File: src/rtl/seq_det_pkg.sv
// Shared constants and helpers for the parametrised serial sequence detector.
package seq_det_pkg;

    localparam int MAX_LEN_D = 8;
    localparam int LEN_W     = $clog2(MAX_LEN_D + 1);

    localparam logic [7:0] DEF_PATTERN = 8'b0001_0110;
    localparam int         DEF_LEN     = 5;
    localparam bit         DEF_OVERLAP = 1'b1;

    // Low-order ones mask covering the active pattern bits (max_len <= 32).
    function automatic logic [31:0] len_mask(input int len, input int max_len);
        int l;
        l = (len > max_len) ? max_len : len;
        if (l >= 32)
            return '1;
        return (32'd1 << l) - 32'd1;
    endfunction

endpackage

File: src/rtl/seq_detector_param_if.sv
// Stream, configuration and status bundle of the sequence detector.
interface seq_detector_param_if #(
    parameter int MAX_LEN = 8,
    parameter int CNT_W   = 8
);
    localparam int LW = $clog2(MAX_LEN + 1);

    logic               in_valid;
    logic               in_bit;
    logic               cfg_load;
    logic [MAX_LEN-1:0] cfg_pattern;
    logic [LW-1:0]      cfg_len;
    logic               cfg_overlap;
    logic               count_clear;
    logic               match;
    logic [CNT_W-1:0]   match_count;
    logic [LW-1:0]      fill_level;

    modport master (
        output in_valid, in_bit, cfg_load, cfg_pattern,
        output cfg_len, cfg_overlap, count_clear,
        input  match, match_count, fill_level
    );

    modport slave (
        input  in_valid, in_bit, cfg_load, cfg_pattern,
        input  cfg_len, cfg_overlap, count_clear,
        output match, match_count, fill_level
    );

endinterface

File: src/rtl/sat_counter.sv
// Saturating up-counter; a clear in the same cycle as an increment yields 1.
module sat_counter #(
    parameter int W = 8
) (
    input  logic         clock,
    input  logic         reset,
    input  logic         inc,
    input  logic         clr,
    output logic [W-1:0] count
);

    always_ff @(posedge clock or posedge reset) begin
        if (reset)
            count <= '0;
        else if (clr)
            count <= inc ? W'(1) : '0;
        else if (inc && (count != '1))
            count <= count + W'(1);
    end

endmodule

File: src/rtl/seq_detector_param.sv
// Runtime-loadable serial pattern detector with registered match pulse,
// fill tracking and a saturating match counter.
module seq_detector_param #(
    parameter int                 MAX_LEN     = 8,
    parameter int                 CNT_W       = 8,
    parameter logic [MAX_LEN-1:0] DEF_PATTERN = MAX_LEN'(seq_det_pkg::DEF_PATTERN),
    parameter int                 DEF_LEN     = seq_det_pkg::DEF_LEN,
    parameter bit                 DEF_OVERLAP = seq_det_pkg::DEF_OVERLAP
) (
    input logic                 clock,
    input logic                 reset,
    seq_detector_param_if.slave bus
);
    import seq_det_pkg::*;

    localparam int LW = $clog2(MAX_LEN + 1);
    localparam logic [LW-1:0] MAXL = LW'(MAX_LEN);

    logic [MAX_LEN-1:0] pattern_q;
    logic [LW-1:0]      len_q;
    logic               overlap_q;
    logic [MAX_LEN-1:0] hist_q;
    logic [LW-1:0]      fill_q;
    logic               match_q;

    logic [MAX_LEN-1:0] hist_n;
    logic [MAX_LEN-1:0] mask;
    logic [LW-1:0]      fill_inc;
    logic [LW-1:0]      len_ld;
    logic               hit;

    always_comb begin
        hist_n   = {hist_q[MAX_LEN-2:0], bus.in_bit};
        fill_inc = (fill_q == MAXL) ? fill_q : fill_q + LW'(1);
        mask     = MAX_LEN'(len_mask(int'(len_q), MAX_LEN));
        len_ld   = (bus.cfg_len > MAXL) ? MAXL : bus.cfg_len;
        // A load in the same cycle drops the bit, so it can never hit.
        hit      = bus.in_valid && !bus.cfg_load
                   && (len_q != '0) && (fill_inc >= len_q)
                   && (((hist_n ^ pattern_q) & mask) == '0);
    end

    always_ff @(posedge clock or posedge reset) begin
        if (reset) begin
            pattern_q <= DEF_PATTERN;
            len_q     <= LW'(DEF_LEN);
            overlap_q <= DEF_OVERLAP;
            hist_q    <= '0;
            fill_q    <= '0;
            match_q   <= 1'b0;
        end else if (bus.cfg_load) begin
            pattern_q <= bus.cfg_pattern;
            len_q     <= len_ld;
            overlap_q <= bus.cfg_overlap;
            hist_q    <= '0;
            fill_q    <= '0;
            match_q   <= 1'b0;
        end else if (bus.in_valid) begin
            hist_q  <= hist_n;
            fill_q  <= (hit && !overlap_q) ? '0 : fill_inc;
            match_q <= hit;
        end else begin
            match_q <= 1'b0;
        end
    end

    sat_counter #(.W(CNT_W)) u_cnt (
        .clock (clock),
        .reset (reset),
        .inc   (hit),
        .clr   (bus.count_clear),
        .count (bus.match_count)
    );

    assign bus.match      = match_q;
    assign bus.fill_level = fill_q;

endmodule

File: src/flat_wrapper.sv
// flat-port wrapper written by rule: the top's interface ports become plain ports
module seq_detector_param_flat import seq_det_pkg::*;
#(
    parameter int                 MAX_LEN     = 8,
    parameter int                 CNT_W       = 8,
    parameter logic [MAX_LEN-1:0] DEF_PATTERN = MAX_LEN'(seq_det_pkg::DEF_PATTERN),
    parameter int                 DEF_LEN     = seq_det_pkg::DEF_LEN,
    parameter bit                 DEF_OVERLAP = seq_det_pkg::DEF_OVERLAP
)
  (clock, reset, bus_in_valid, bus_in_bit, bus_cfg_load, bus_cfg_pattern, bus_cfg_len, bus_cfg_overlap, bus_count_clear, bus_match, bus_match_count, bus_fill_level);
  seq_detector_param_if #(.MAX_LEN(MAX_LEN), .CNT_W(CNT_W)) bus_i ();
  input logic clock;
  input logic reset;
  input wire logic [$bits(bus_i.in_valid)-1:0] bus_in_valid;
  input wire logic [$bits(bus_i.in_bit)-1:0] bus_in_bit;
  input wire logic [$bits(bus_i.cfg_load)-1:0] bus_cfg_load;
  input wire logic [$bits(bus_i.cfg_pattern)-1:0] bus_cfg_pattern;
  input wire logic [$bits(bus_i.cfg_len)-1:0] bus_cfg_len;
  input wire logic [$bits(bus_i.cfg_overlap)-1:0] bus_cfg_overlap;
  input wire logic [$bits(bus_i.count_clear)-1:0] bus_count_clear;
  output wire logic [$bits(bus_i.match)-1:0] bus_match;
  output wire logic [$bits(bus_i.match_count)-1:0] bus_match_count;
  output wire logic [$bits(bus_i.fill_level)-1:0] bus_fill_level;
  assign bus_i.in_valid = bus_in_valid;
  assign bus_i.in_bit = bus_in_bit;
  assign bus_i.cfg_load = bus_cfg_load;
  assign bus_i.cfg_pattern = bus_cfg_pattern;
  assign bus_i.cfg_len = bus_cfg_len;
  assign bus_i.cfg_overlap = bus_cfg_overlap;
  assign bus_i.count_clear = bus_count_clear;
  assign bus_match = bus_i.match;
  assign bus_match_count = bus_i.match_count;
  assign bus_fill_level = bus_i.fill_level;
  seq_detector_param #(.MAX_LEN(MAX_LEN), .CNT_W(CNT_W), .DEF_PATTERN(DEF_PATTERN), .DEF_LEN(DEF_LEN), .DEF_OVERLAP(DEF_OVERLAP)) u_core (.clock(clock), .reset(reset), .bus(bus_i));
endmodule
File: config.mk
export PLATFORM = sky130hd
export DESIGN_NAME = seq_detector_param_flat
export DESIGN_NICKNAME = d
export VERILOG_FILES = /design/src/rtl/seq_det_pkg.sv /design/src/rtl/seq_detector_param_if.sv /design/src/rtl/sat_counter.sv /design/src/rtl/seq_detector_param.sv /design/src/flat_wrapper.sv
export SDC_FILE = /design/constraint.sdc
export NUM_CORES = 1
export LEC_CHECK = 0
export ABC_AREA = 1
export ABC_CLOCK_PERIOD_IN_PS = 6000
export BUFFER_PORTS_ARGS = -buffer_cell sky130_fd_sc_hd__buf_4
export CAP_MARGIN = 30
export CORE_MARGIN = 5
export CORE_UTILIZATION = 35
export CTS_BUF_LIST = sky130_fd_sc_hd__clkbuf_16
export DETAILED_ROUTE_END_ITERATION = 12
export GPL_TIMING_DRIVEN = 1
export PLACE_DENSITY = 0.65
export SKIP_CTS_REPAIR_TIMING = 1
export SLEW_MARGIN = 10
export SYNTH_ARGS = -nofsm -noshare
export SYNTH_HDL_FRONTEND = slang
export SYNTH_SLANG_ARGS = --single-unit
export TNS_END_PERCENT = 5
File: constraint.sdc
create_clock -name clock -period 6 [get_ports clock]
set_input_delay 1.2 -clock clock [delete_from_list [all_inputs] [get_ports clock]]
set_output_delay 1.2 -clock clock [all_outputs]
set_load 0.05 [all_outputs]
Word-level counts from Yosys, hierarchy flattened
Cells that the tools add are included.

word-level totals
  flip-flop bits (word level) = 33
  bits of input ports = 19
  word-level logic and storage cells = 47

cells by class
  add/sub/neg operators = 3
  order comparisons = 4
  equal/unequal tests = 2
  shift-type cells = 1
  mux-type cells = 16
  bitwise operators = 2
  reductions and logical operators = 12

operators by type and width
  operator                                                                               number
  32-bit by 7-bit greater-or-equal comparator with 1-bit output (second input constant)  1
  8-bit 2-to-1 mux                                                                       4
  1-bit by 32-bit << shifter with 8-bit output (first input constant)                    1
  4-bit 2-to-1 mux                                                                       6
  7-bit 2-to-1 mux                                                                       2
  8-bit by 1-bit adder with 8-bit output (second input constant)                         1
  8-bit AND                                                                              1
  4-bit greater-than comparator (second input constant)                                  2
  8-bit zero test                                                                        1
  8-bit != test (second input constant)                                                  1
  8-bit by 1-bit subtractor with 8-bit output (second input constant)                    1
  8-bit XOR                                                                              1
  1-bit logical AND                                                                      6
  4-bit by 1-bit adder with 4-bit output (second input constant)                         1
  4-bit == test (second input constant)                                                  1
  4-bit greater-or-equal comparator                                                      1
  1-bit 2-to-1 mux                                                                       4
  2-bit nonzero test                                                                     2
  4-bit nonzero test                                                                     1
  1-bit zero test                                                                        2

Logic depth before layout (Yosys ltp)
  word-level depth = 12
  mapped depth = 15
  mapped depth without buffers = 15

Modules after synthesis
Synthesis repeated with hierarchy kept, for this count alone.

second synthesis, totals
  cell total of the unflattened synthesis = 259
  area, all modules = 1931.9 um^2

by module, submodules not included
  module              instances  cells an instance  area an instance (um^2)
  seq_detector_param  1          189                1435.1
  sat_counter         1          70                 496.7

Worst setup path before layout
Ideal clock, no wire load.

  path kind = register to register
  start = register u_core.fill_q[0], in the netlist u_core.bus.fill_level[0]
  end = register u_core.u_cnt.count[2]
  library setup time = 0.067 ns
  data arrival time = 2.260 ns
  data required time = 5.933 ns
  setup slack = 3.673 ns
  stages on the path, launching flop included = 16
  period minus slack after synthesis = 2.327 ns
  cell sequence = dfrtp_1 inv_1 ha_1 nand2_1 nor2_1 xor2_1 ha_1 o21bai_1 nand3_1 nand3_1 nand2_2 nor2_4 nand2_4 nand2_4 nand2_1 nand2_1

between the ends
  cells in the longest elaborated chain, start to end = 7
  elaborated cells on any way between the ends = 8
  classes of those cells = 1 x add/sub; 1 x order compare; 1 x eq/ne; 1 x mux; 4 x reduce/logical

RTL lines
  item                                                                            RTL line                  RTL
  from (decl)                                                                     seq_detector_param.sv:23  logic [LW-1:0] fill_q;
  from (signal assigned)                                                          seq_detector_param.sv:60  fill_q <= (hit && !overlap_q) ? '0 : fill_inc;
  4-bit by 1-bit adder with 4-bit output / 4-bit == test (equally long branches)  seq_detector_param.sv:34  fill_inc = (fill_q == MAXL) ? fill_q : fill_q + LW'(1);
  4-bit 2-to-1 mux (*)                                                            seq_detector_param.sv:34
  4-bit greater-or-equal comparator (*)                                           seq_detector_param.sv:39  && (len_q != '0) && (fill_inc >= len_q)
  1-bit logical AND (*)                                                           seq_detector_param.sv:39
  1-bit logical AND (*)                                                           seq_detector_param.sv:40  && (((hist_n ^ pattern_q) & mask) == '0);
  1-bit logical AND (*)                                                           sat_counter.sv:17         else if (inc && (count != '1))
  2-bit nonzero test (no source line) (*)                                         --
  to (signal assigned)                                                            sat_counter.sv:16         count <= inc ? W'(1) : '0;
  to (signal assigned)                                                            sat_counter.sv:18         count <= count + W'(1);
  to (decl)                                                                       sat_counter.sv:9          output logic [W-1:0] count

Every way passes the cells marked *; elsewhere a longest branch is shown, timed or not.
A chain may end at the register's enable or synchronous reset.

Worst setup path in the final report
  start = input port bus_cfg_load
  end = register u_core.u_cnt.count[0]

between the ends
  cells in the longest elaborated chain, start to end = 7
  elaborated cells on any way between the ends = 9
  classes of those cells = 2 x mux; 7 x reduce/logical

RTL lines
  item                                                           RTL line                              RTL
  from (decl)                                                    flat_wrapper.sv:16                    input wire logic [$bits(bus_i.cfg_load)-1:0] bus_cfg_load;
  1-bit zero test (*)                                            seq_detector_param.sv:38              hit = bus.in_valid && !bus.cfg_load
  1-bit logical AND (*)                                          seq_detector_param.sv:38
  1-bit logical AND (*) (2 in series)                            seq_detector_param.sv:39
  1-bit logical AND (*)                                          seq_detector_param.sv:40
  1-bit 2-to-1 mux / 1-bit logical AND (equally long branches)   sat_counter.sv:16, sat_counter.sv:17
  8-bit 2-to-1 mux / 2-bit nonzero test (equally long branches)  --

Marks and branches as above.

==> results_dict.tcl <==
set metrics [dict create \
    rsz0062_at_grt "no" \
    r2r_end "u_core.u_cnt.count[0]" \
    crit_path_end "u_core.u_cnt.count[0]" \
    grt_pass1_wl_mm 7.486 \
    drtAntennaViolNets 0 \
    crit_fanout 20 \
    hp-class "reg -> reg" \
    seq_area_frac_synth 0.4470 \
    die_area_mm2 0.006887 \
    max-clock-path-buffers 2 \
    busiest_layer "met2" \
    cts_num_sinks 33 \
    clk_pin_slew_ps 50 \
    io_buffer_count 31 \
    vias 1658 \
    synth_top_cell_by_area "dfrtp_1" \
    stdcell_count 348 \
    min_period_ps 2345 \
    critical-path-top-delay-family "simple AND/OR/NAND/NOR gates" \
    grt_max_degree 34 \
    grt_use_met1 0.1714 \
    dp_cells 340 \
    fillers 550 \
    fmaxAchievable_ghz 0.4265 \
    grt_pass1_vias 1603 \
    gr-usage-met2 0.2063 \
    cts_tree "built" \
    min_period_over_period 0.3908 \
    io_pins 32 \
    crit_type "in -> reg" \
    slew_violations 0 \
    dr.pass1.iters 4 \
    crit_required_ps 6220 \
    slowest_delay_ps 180 \
    power.leakage_uw 0.001184 \
    place.gp.congestion 0.8062 \
    setup_tns_ps 0 \
    synth_area_mm2 0.001864 \
    status "completed" \
    tightest_slew_ps 424.8 \
    yosysWarnings 0 \
    nets 304 \
    chipWidth_um 82.99 \
    crit_buf_inv 2 \
    syn_to_final_growth_pct 25.91 \
    crit_chain "buf_4, inv_2, nand2_4, nor2_1, nand3_1, nor2_1, nand3_1, nor2_4, nand2_4, nand2_4, nand2_1, nand2_1" \
    grt.met3_usage 0.03564 \
    cts_max_level 2 \
    place_hpwl_mm 3.184 \
    drt_wl_total_mm 4.293 \
    crit_slowest_cell "buf_4" \
    avgSynthCellArea_um2 7.736 \
    viasPerCell 4.764 \
    crit_top_cell "nand2_4" \
    max_slew_margin 0.7168 \
    ir_drop_uv 124.0 \
    fin_total_pwr_uw 620.3 \
    root_buffer "clkbuf_16" \
    rrSetupSlack_ps 3810 \
    finalHoldViolations 0 \
    setup_violations 0 \
    antenna_cells 0 \
    rows 26 \
    critPathArrivalTime_ps 2560 \
    core-area_mm2 0.005140 \
    cts-buffers-inserted 5 \
    route.detailed.drc 0 \
    synth_top_area_share 0.3624 \
    syn_nets 268 \
    drt_iter0_drc 72 \
    r2r_cells 15 \
    cp.depth 12 \
    powerDensity_mw_per_mm2 264.3 \
    initial_core_util 0.3627 \
    synth_area_leaders "dfrtp_1 (36%), nand2_1 (13%), dfstp_2 (8.5%), nand3_1 (8.1%), inv_1 (5.4%)" \
    startpoint "bus_cfg_load" \
    ys_types 26 \
    final.setup_skew_ps 4.617 \
    antenna_found_initial 0 \
    maxCapViolations 0 \
    crit_path_end_kind "register" \
    rr_startpoint "u_core.bus.fill_level[0]" \
    die_y_um 82.99 \
    drive_gt1_frac 0.2158 \
    overflow 0 \
    clk_latency_ps 280 \
    wl_per_cell_um 12.34 \
    syn_inst 241 \
    synth_seq_cells 33 \
    crit_path_start_kind "primary input" \
    grt.total_usage 0.1321 \
]
## per-layer routing
| layer | wire, µm | vias up |
|---|---|---|
| li1 | - | 847 |
| met1 | 2000 | 756 |
| met2 | 1948 | 43 |
| met3 | 222 | 12 |
| met4 | 121 | 0 |
| met5 | 0 | - |
## worst min path at each step
stage	cells after the start	slack, ps	end	start
floorplan	2	450	u_core.pattern_q[2]	u_core.pattern_q[2]
global placement	2	470	u_core.pattern_q[2]	u_core.pattern_q[2]
detailed placement	2	470	u_core.pattern_q[2]	u_core.pattern_q[2]
CTS	2	490	u_core.pattern_q[2]	u_core.pattern_q[2]
global route	2	510	u_core.pattern_q[4]	u_core.pattern_q[4]
finish	2	480	u_core.pattern_q[2]	u_core.pattern_q[2]
## power breakdown
part           internal (µW)  switching [µW]  leakage [µW]
combinational           31.5            52.9      0.000683
sequential               236            9.67      0.000423
clock                    194            96.2     0.0000775
total                    462             159       0.00118
## synthesized netlist by cell type
cell type,count
inv_1,27
dfrtp_1,27
o21ai_0,10
xnor2_1,3
nor3_1,3
clkinv_1,1
nor2_4,1
clkbuf_1,3
a21oi_1,2
nand2_2,3
nor2_2,1
ha_1,8
o21bai_1,1
nor2_1,20
nand3_1,30
or2_2,1
o22ai_1,7
o21ai_1,1
nand2_4,3
nand4_1,4
nand2_1,67
xor2_1,5
o21ai_2,1
inv_2,5
dfstp_2,6
nor3b_1,1
## worst reg2reg max path: stages, from the launching register on
cell	delay (ps)
dfrtp_1	430
inv_1	90
ha_1	190
nand2_1	90
nor2_1	50
xor2_1	170
ha_1	190
o21bai_1	130
nand3_1	80
nand3_1	90
nand2_2	80
nor2_4	180
nand2_4	110
nand2_4	110
nand2_1	70
nand2_1	60
## layout make-up
| cell class | instances | area [µm²] | area share |
|---|---|---|---|
| well taps | 70 | 87.58 | 0.03731 |
| clock buffers | 5 | 125.1 | 0.05330 |
| multi-input cells | 172 | 895.9 | 0.3817 |
| inverters | 33 | 123.9 | 0.05277 |
| repair buffers | 32 | 240.2 | 0.1023 |
| clock inverters | 3 | 41.29 | 0.01759 |
| flip-flops and latches | 33 | 833.3 | 0.3550 |
## placed cells by master, fill, tap and decap left out, drive strengths merged
master and count:
o21bai 1, nor3 3, xor2 5, inv 32
dfstp 6, nand4 4, nor2 22, bufinv 1
ha 8, nand3 30, clkbuf 5, a21oi 2
or2 1, clkinv 2, xnor2 3, dfrtp 27
nand2 73, clkinvlp 1, nor3b 1, o21ai 12
o22ai 7, buf 32
## through the flow
stage	hold slack (ps)	utilization	setup WS [ps]	instance area, µm²
4_1_cts	488.2	0.4567	3666	2347
6_report	481.1	0.4567	3655	2347
2_1_floorplan	448.5	-	3673	1864
3_3_place_gp	470.4	0.4243	3454	2181
3_5_place_dp	472.4	0.4243	3375	2181
5_1_grt	509.3	0.4567	3512	2347
## logic make-up after synthesis
| group | Yosys count | synth area share |
|---|---|---|
| and+or+nand+nor | 134 | 0.3221 |
| buffers and inverters | 36 | 0.07248 |
| DFF | 33 | 0.4470 |
| AOI/OAI and AO/OA | 22 | 0.06711 |
| xor gates and xnor gates | 8 | 0.03759 |
| adders and majority gates | 8 | 0.05369 |
## state kept, by name, indices dropped and copies added (netlist names)
signal	cells
u_core.bus.fill_level	4
u_core.bus.match	1
u_core.pattern_q	8
u_core.hist_q	7
u_core.overlap_q	1
u_core.u_cnt.count	8
u_core.len_q	4
No activity file was read; power rests on OpenSTA's default activity.
